**src/rtl/hand_slave_rx.sv**
```systemverilog
// hand_slave_rx: receive side of the ven/rdy bus handshake.
// Bus beats are accepted into a small first-word-fall-through FIFO. The FIFO
// drains to local logic under ren. A monitor flags bus beats that drop ven or
// change data_b before they are accepted. A free-running counter tracks the
// number of accepted beats.
module hand_slave_rx #(
    parameter int L     = 8,
    parameter int DEPTH = 4,
    parameter int AW    = 2,
    parameter int CW    = 16
) (
    input  logic          clk,
    input  logic          rst,
    input  logic          ven,
    input  logic [L-1:0]  data_b,
    output logic          rdy,
    input  logic          ren,
    output logic [L-1:0]  data_out,
    output logic          vout,
    output logic [AW:0]   count,
    output logic [CW-1:0] beat_cnt,
    output logic          proto_err
);

    localparam logic [AW:0] FULL_CNT = (AW + 1)'(DEPTH);

    typedef enum logic {
        MON_IDLE = 1'b0,
        MON_WAIT = 1'b1
    } mon_state_t;

    logic [L-1:0]  mem [DEPTH];
    logic [AW-1:0] wr_ptr_reg;
    logic [AW-1:0] rd_ptr_reg;
    logic [AW:0]   count_reg;
    logic [CW-1:0] beat_cnt_reg;
    logic          proto_err_reg;

    mon_state_t    state_reg;
    mon_state_t    state_next;
    logic [L-1:0]  hold_reg;
    logic [L-1:0]  hold_next;
    logic          err_set;

    logic          push;
    logic          pop;

    // Ready and valid depend only on registered occupancy and reset. There is
    // deliberately no combinational path from ven to rdy, and no
    // full-and-popping bypass.
    assign rdy  = !rst && (count_reg != FULL_CNT);
    assign vout = !rst && (count_reg != '0);
    assign push = ven && rdy;
    assign pop  = ren && vout;

    assign data_out  = mem[rd_ptr_reg];
    assign count     = count_reg;
    assign beat_cnt  = beat_cnt_reg;
    assign proto_err = proto_err_reg;

    // FIFO storage. This array is not cleared by reset. Stale contents are
    // hidden because vout is low.
    always_ff @(posedge clk) begin
        if (push) begin
            mem[wr_ptr_reg] <= data_b;
        end
    end

    // Pointers, occupancy and the accepted-beat counter. Pointers wrap
    // naturally because DEPTH is a power of two.
    always_ff @(posedge clk) begin
        if (rst) begin
            wr_ptr_reg   <= '0;
            rd_ptr_reg   <= '0;
            count_reg    <= '0;
            beat_cnt_reg <= '0;
        end else begin
            if (push) begin
                wr_ptr_reg   <= wr_ptr_reg + 1'b1;
                beat_cnt_reg <= beat_cnt_reg + 1'b1;
            end
            if (pop) begin
                rd_ptr_reg <= rd_ptr_reg + 1'b1;
            end
            if (push && !pop) begin
                count_reg <= count_reg + 1'b1;
            end else if (pop && !push) begin
                count_reg <= count_reg - 1'b1;
            end
        end
    end

    // Monitor next state. Once a beat is stalled by rdy=0, it must keep ven
    // high and data_b stable until it is accepted.
    always_comb begin
        state_next = state_reg;
        hold_next  = hold_reg;
        err_set    = 1'b0;
        case (state_reg)
            MON_IDLE: begin
                if (ven && !rdy) begin
                    hold_next  = data_b;
                    state_next = MON_WAIT;
                end
            end
            MON_WAIT: begin
                if (!ven || (data_b != hold_reg)) begin
                    err_set    = 1'b1;
                    state_next = MON_IDLE;
                end else if (rdy) begin
                    state_next = MON_IDLE;
                end
            end
            default: state_next = MON_IDLE;
        endcase
    end

    // Monitor state register and sticky error flag. Only reset clears the flag.
    always_ff @(posedge clk) begin
        if (rst) begin
            state_reg     <= MON_IDLE;
            hold_reg      <= '0;
            proto_err_reg <= 1'b0;
        end else begin
            state_reg <= state_next;
            hold_reg  <= hold_next;
            if (err_set) begin
                proto_err_reg <= 1'b1;
            end
        end
    end

endmodule

```
**config.mk**
```make
export PLATFORM = sky130hd
export DESIGN_NAME = hand_slave_rx
export DESIGN_NICKNAME = d
export VERILOG_FILES = /design/src/rtl/hand_slave_rx.sv
export SDC_FILE = /design/constraint.sdc
export NUM_CORES = 1
export LEC_CHECK = 0
export ABC_AREA = 1
export ABC_CLOCK_PERIOD_IN_PS = 2200
export BUFFER_PORTS_ARGS = -buffer_cell sky130_fd_sc_hd__buf_2
export CORE_MARGIN = 4
export CORE_UTILIZATION = 37
export DETAILED_ROUTE_END_ITERATION = 8
export PLACE_DENSITY = 0.64
export SETUP_SLACK_MARGIN = 0.02
export SYNTH_ARGS = -nofsm -noshare
export SYNTH_HDL_FRONTEND = slang
export SYNTH_SLANG_ARGS = --single-unit
```
**constraint.sdc**
```tcl
create_clock -name clk -period 2.2 [get_ports clk]
set_input_delay 0.11 -clock clk [delete_from_list [all_inputs] [get_ports clk]]
set_output_delay 0.11 -clock clk [all_outputs]
set_load 0.02 [all_outputs]
```
== Word-level counts from Yosys, hierarchy flattened ==
Memory sizes are Yosys's and may differ from the RTL's. A register that Yosys moved wholly into a read port is not among the register bits.
Cells that the tools add are included.

* Add/subtract/negate cells: 5
* Eq/ne operators: 2
* Multiplexer cells: 12
* Bitwise logic cells: 1
* Reduce and logical (&&, ||, !) cells: 16

{| class="wikitable"
|+ Operators with widths
! cell !! count
|-
| 16-bit by 1-bit adder with 16-bit output, second input constant || 1
|-
| 8-bit != test || 1
|-
| 1-bit logical AND || 7
|-
| 1-bit two-way mux || 7
|-
| 3-bit two-way mux || 2
|-
| 1-bit zero test || 5
|-
| 2-bit by 1-bit adder with 2-bit output, second input constant || 2
|-
| 2-bit two-way mux || 2
|-
| 3-bit by 1-bit adder with 3-bit output, second input constant || 1
|-
| 3-bit != test, second input constant || 1
|-
| 3-bit nonzero test || 1
|-
| 3-bit by 1-bit subtractor with 3-bit output, second input constant || 1
|-
| 1-bit case mux with 2 select lines || 1
|-
| 2-bit AND reduction || 1
|-
| 2-bit nonzero test || 1
|-
| 1-bit logical OR || 1
|-
| 1-bit NOT || 1
|}

* Register bits after elaboration: 33
* RAM bits: 32
* Bits of input ports: 12
* Word-level logic and storage cells: 44
* Memories: 1

{| class="wikitable"
|+ Memories
! memory !! depth !! bits a word !! read ports !! clocked after memory_dff !! write ports !! RTL line !! RTL
|-
| mem || 4 || 8 || 1 || 1 || 1 || 32 || <nowiki>logic [L-1:0] mem [DEPTH];</nowiki>
|}

== Depth between registers and ports, before layout ==
* Word-level depth: 7
* Gate-level depth with buffers: 11
* Mapped depth without buffers: 11

== Worst setup path before layout ==
Ideal clock, no wire load.

* Kind: reg-to-reg
* Start point: reg count_reg[0], in the netlist count[0]
* End point: reg count_reg[2], in the netlist count[2]
* Setup time: 0.122 ns
* Arrival time: 1.954 ns
* Data required time: 2.078 ns
* Setup slack: 0.124 ns
* Stages on the path, launching flop included: 12
* Path buffers: 0
* Period minus slack after synthesis: 2.076 ns
* Path through: dfxtp_1 inv_1 nand3_2 nand3_4 inv_4 ha_1 inv_1 fa_1 a21oi_1 o21ai_0 o21ai_0 a21oi_1

* Cells in the longest elaborated chain, start to end: 6

{| class="wikitable"
|+ Ends and longest elaborated chain
! item !! RTL line !! RTL
|-
| start: declaration || 35 || <nowiki>logic [AW:0] count_reg;</nowiki>
|-
| start signal: assignment || 86 || <nowiki>count_reg <= count_reg + 1'b1;</nowiki>
|-
| start signal: assignment || 88 || <nowiki>count_reg <= count_reg - 1'b1;</nowiki>
|-
| 3-bit != test * || 51 || <nowiki>assign rdy = !rst && (count_reg != FULL_CNT);</nowiki>
|-
| 1-bit logical AND * || 51 ||
|-
| 1-bit logical AND * || 53 || <nowiki>assign push = ven && rdy;</nowiki>
|-
| net push || 45 || <nowiki>logic push;</nowiki>
|-
| 1-bit zero test || 87 || <nowiki>end else if (pop && !push) begin</nowiki>
|-
| 1-bit logical AND || 87 ||
|-
| 2-bit nonzero test (no source line) || - ||
|}

Mark *: on every way through the listed nets, which the timed path passes. The rest lies on a longest branch. The select of a mux whose other input is x is not followed.
A chain may end at the register's enable or synchronous reset.

== Worst setup path in the final report ==
* Start point: reg count_reg[1], in the netlist count[1]
* End point: reg count_reg[2], in the netlist count[2]

The elaborated chain is that of the path after synthesis.

==> reports/results.ini <==
[floorplan]
die_y_um=96.86
core_um2=7687
die-area_um2=9382
ioPinCount=42
die_x_um=96.86
fp-row-count=32
initial_utilization_pct=38.00

[global_route]
grt_max_degree=22
grt_pass1_wl_mm=10.56
grt_overflow=0
antenna_found_initial=0
first_global_vias=2176
track_usage_pct=14.00

[sta]
drv_slew=0
min_period_ns=1.990
hold_viol_final=0
clock.fmax_ghz=0.5024
tns_ns=0
min_period_over_period_pct=90.47
rsz0062_at_grt=no
whs_ns=0.02380
finalClockSkew_ns=0.01317
slew_headroom_pct=68.11
setup_viol=0
worst_pin_slew_ns=0.4778

[finish]
finalNetCount=379
nFillCells=764
largest_reg_flops=32
synthToLayoutAreaGrowth_pct=19.10
diodes=0
drive_gt1_share_pct=22.74

[synthesis]
synthesis.nets=326
synth_area_leader_cell=edfxtp_1
ys.flop_type=dfxtp_1
synthArstFlopShare_pct=0
synthCells=307
ys_types=30
ys_seq_elements=67
avgSynthCellArea_um2=9.516
synth_top_cell_area_share_pct=32.89
synth.area.top_cells=edfxtp_1 (33%), dfxtp_1 (24%), nor2_1 (5.5%), o21ai_0 (5.5%), a21oi_1 (4.6%)
synth_area_um2=2922
seq_area_frac_synth_pct=56.87
synthTopCellsByCount=nor2_1 (43), dfxtp_1 (35), inv_1 (33), nand2_1 (33)
synth-edff-count=32
synth_most_common_cell=nor2_1
ys.warnings.count=0

[pwr]
power.leakage_nw=1.332
clkPwrFrac_pct=36.0
pwr-share-comb_pct=14.6
p_seq_share_pct=49.4
p_sw_share_pct=28.26
ir_drop_mv=0.3917
switching_power_mw=0.8028
powerDensity_nw_per_um2=816.5
p_int_mw=2.038

[routing]
first_pass_iters=4
routed_via_density=4.816
drt_first_iter_violations=69
drc=0
vias=2249
antenna_left=0
wl_per_cell_um=13.37
totalWireLength_mm=6.246

[setup_path]
slowest_stage=fa_1
crit_path_start_kind=flip-flop
cp_num_buf_inv=3
slowest_delay_ns=0.42
end_kind=flip-flop
critPathRequiredTime_ns=2.43
reg2reg_slack_ns=0.21
cp_max_fo=6
crit_type=reg -> reg
cp.arrival_ns=2.22
cp_cell_sequence=inv_1 > nand3_2 > nand3_4 > inv_4 > ha_1 > inv_1 > fa_1 > a21oi_2 > o21ai_1 > o21ai_1 > a21oi_1
path_delay_family=adder cells

[placement]
gp_congestion=0.8151
hpwl_mm=4.403
numPortBuffers=41

[run]
maxCapViolCount=0

[cts]
cts_tree=yes
numCtsBuffers=9
cts-root-buf=clkbuf_8
clock-sinks=67
cts_buffer_depth=2
cts_setup_buffers=0
path_clk_slew_ns=0.07
clk_latency_ns=0.35
cts.htree.levels=3

[min_path]
hold_path_class=in -> reg

[run_status]
outcome=completed

-- worst paths after layout --
check,startpoint,end,depth (start not counted)
max reg2reg,count[1],count[2],11
max,count[1],count[2],11
min reg2reg,hold_reg[6],hold_reg[6],2
min,data_b[1],mem[1][1],1
-- routing by layer --
metal  GRT usage (%)  routed length, um  vias up
met1           16.58               2711     1053
li1                -                  -     1140
met3           4.903                336        6
met2           24.47               3147       50
met5               0                  0        -
met4           3.024                 50        0
-- power by group through the flow --
stage | Sequential, mW | Combinational, mW | Clock [mW]
after global routing | 1.41 | 0.467 | 1.11
after CTS | 1.40 | 0.413 | 1.05
final | 1.40 | 0.414 | 1.02
after global placement | 1.43 | 0.396 | 0
after detailed placement | 1.43 | 0.411 | 0
after floorplan | 1.45 | 0.256 | 0
-- logic make-up after synthesis --
kind of cell / count (synthesis) / share of synthesized area [%]
fa+ha+maj: 7 / 3.255
compound gates: 71 / 12.55
flops: 67 / 56.87
simple gates: 109 / 17.64
xor+xnor: 11 / 3.555
buf+inv: 42 / 6.124
-- final cells by class --
cell class              count  area (um2)  area share, %
clock buffers               9       123.9          3.560
clock inverters             7       76.32          2.193
inverters                  35       133.9          3.848
multi-input cells         198        1090          31.32
flip-flops and latches     67        1663          47.79
well taps                 102       127.6          3.668
repair buffers             49       265.3          7.623
-- stage by stage --
stage                     util, %  power, mW  setup WS (ns)  instance area (um2)  instances
final                       45.26      2.841         0.2097                 3480        467
after global routing        45.26      2.989        0.03059                 3480        467
after CTS                   45.13      2.870         0.1772                 3470        467
after detailed placement    42.53      1.842         0.1880                 3269        451
after global placement      42.53      1.824         0.3165                 3269        451
after floorplan                 -      1.706         0.1237                 2922        307
-- repair_timing --
item / 4_1_cts / 5_1_grt
endpoints found under the setup margin: 0 / 1
endpoints found under the hold margin: 0 / 0
gates resized for setup: 0 / 5
hold buffers: 0 / 0
-- layout by cell type (no fill, tap or decap), types with 2 or more instances in the layout --
cell type | netlist | routed
o21ai_0 | 32 | 30
nand3_2 | 1 | 2
clkinvlp_4 | 0 | 2
ha_1 | 6 | 6
nor2_4 | 2 | 2
nand3_1 | 13 | 12
inv_6 | 0 | 2
nand4_1 | 2 | 2
dfxtp_1 | 35 | 34
nor2_2 | 5 | 5
clkbuf_8 | 0 | 9
nor2_1 | 43 | 43
nor3b_1 | 2 | 2
nand2_1 | 33 | 33
o21ai_1 | 3 | 5
a21oi_1 | 27 | 26
nor3_1 | 4 | 4
buf_4 | 0 | 8
edfxtp_1 | 32 | 32
xnor2_1 | 10 | 10
o22ai_1 | 8 | 8
buf_2 | 3 | 41
inv_1 | 33 | 33
No activity file was read; power rests on OpenSTA's default activity.
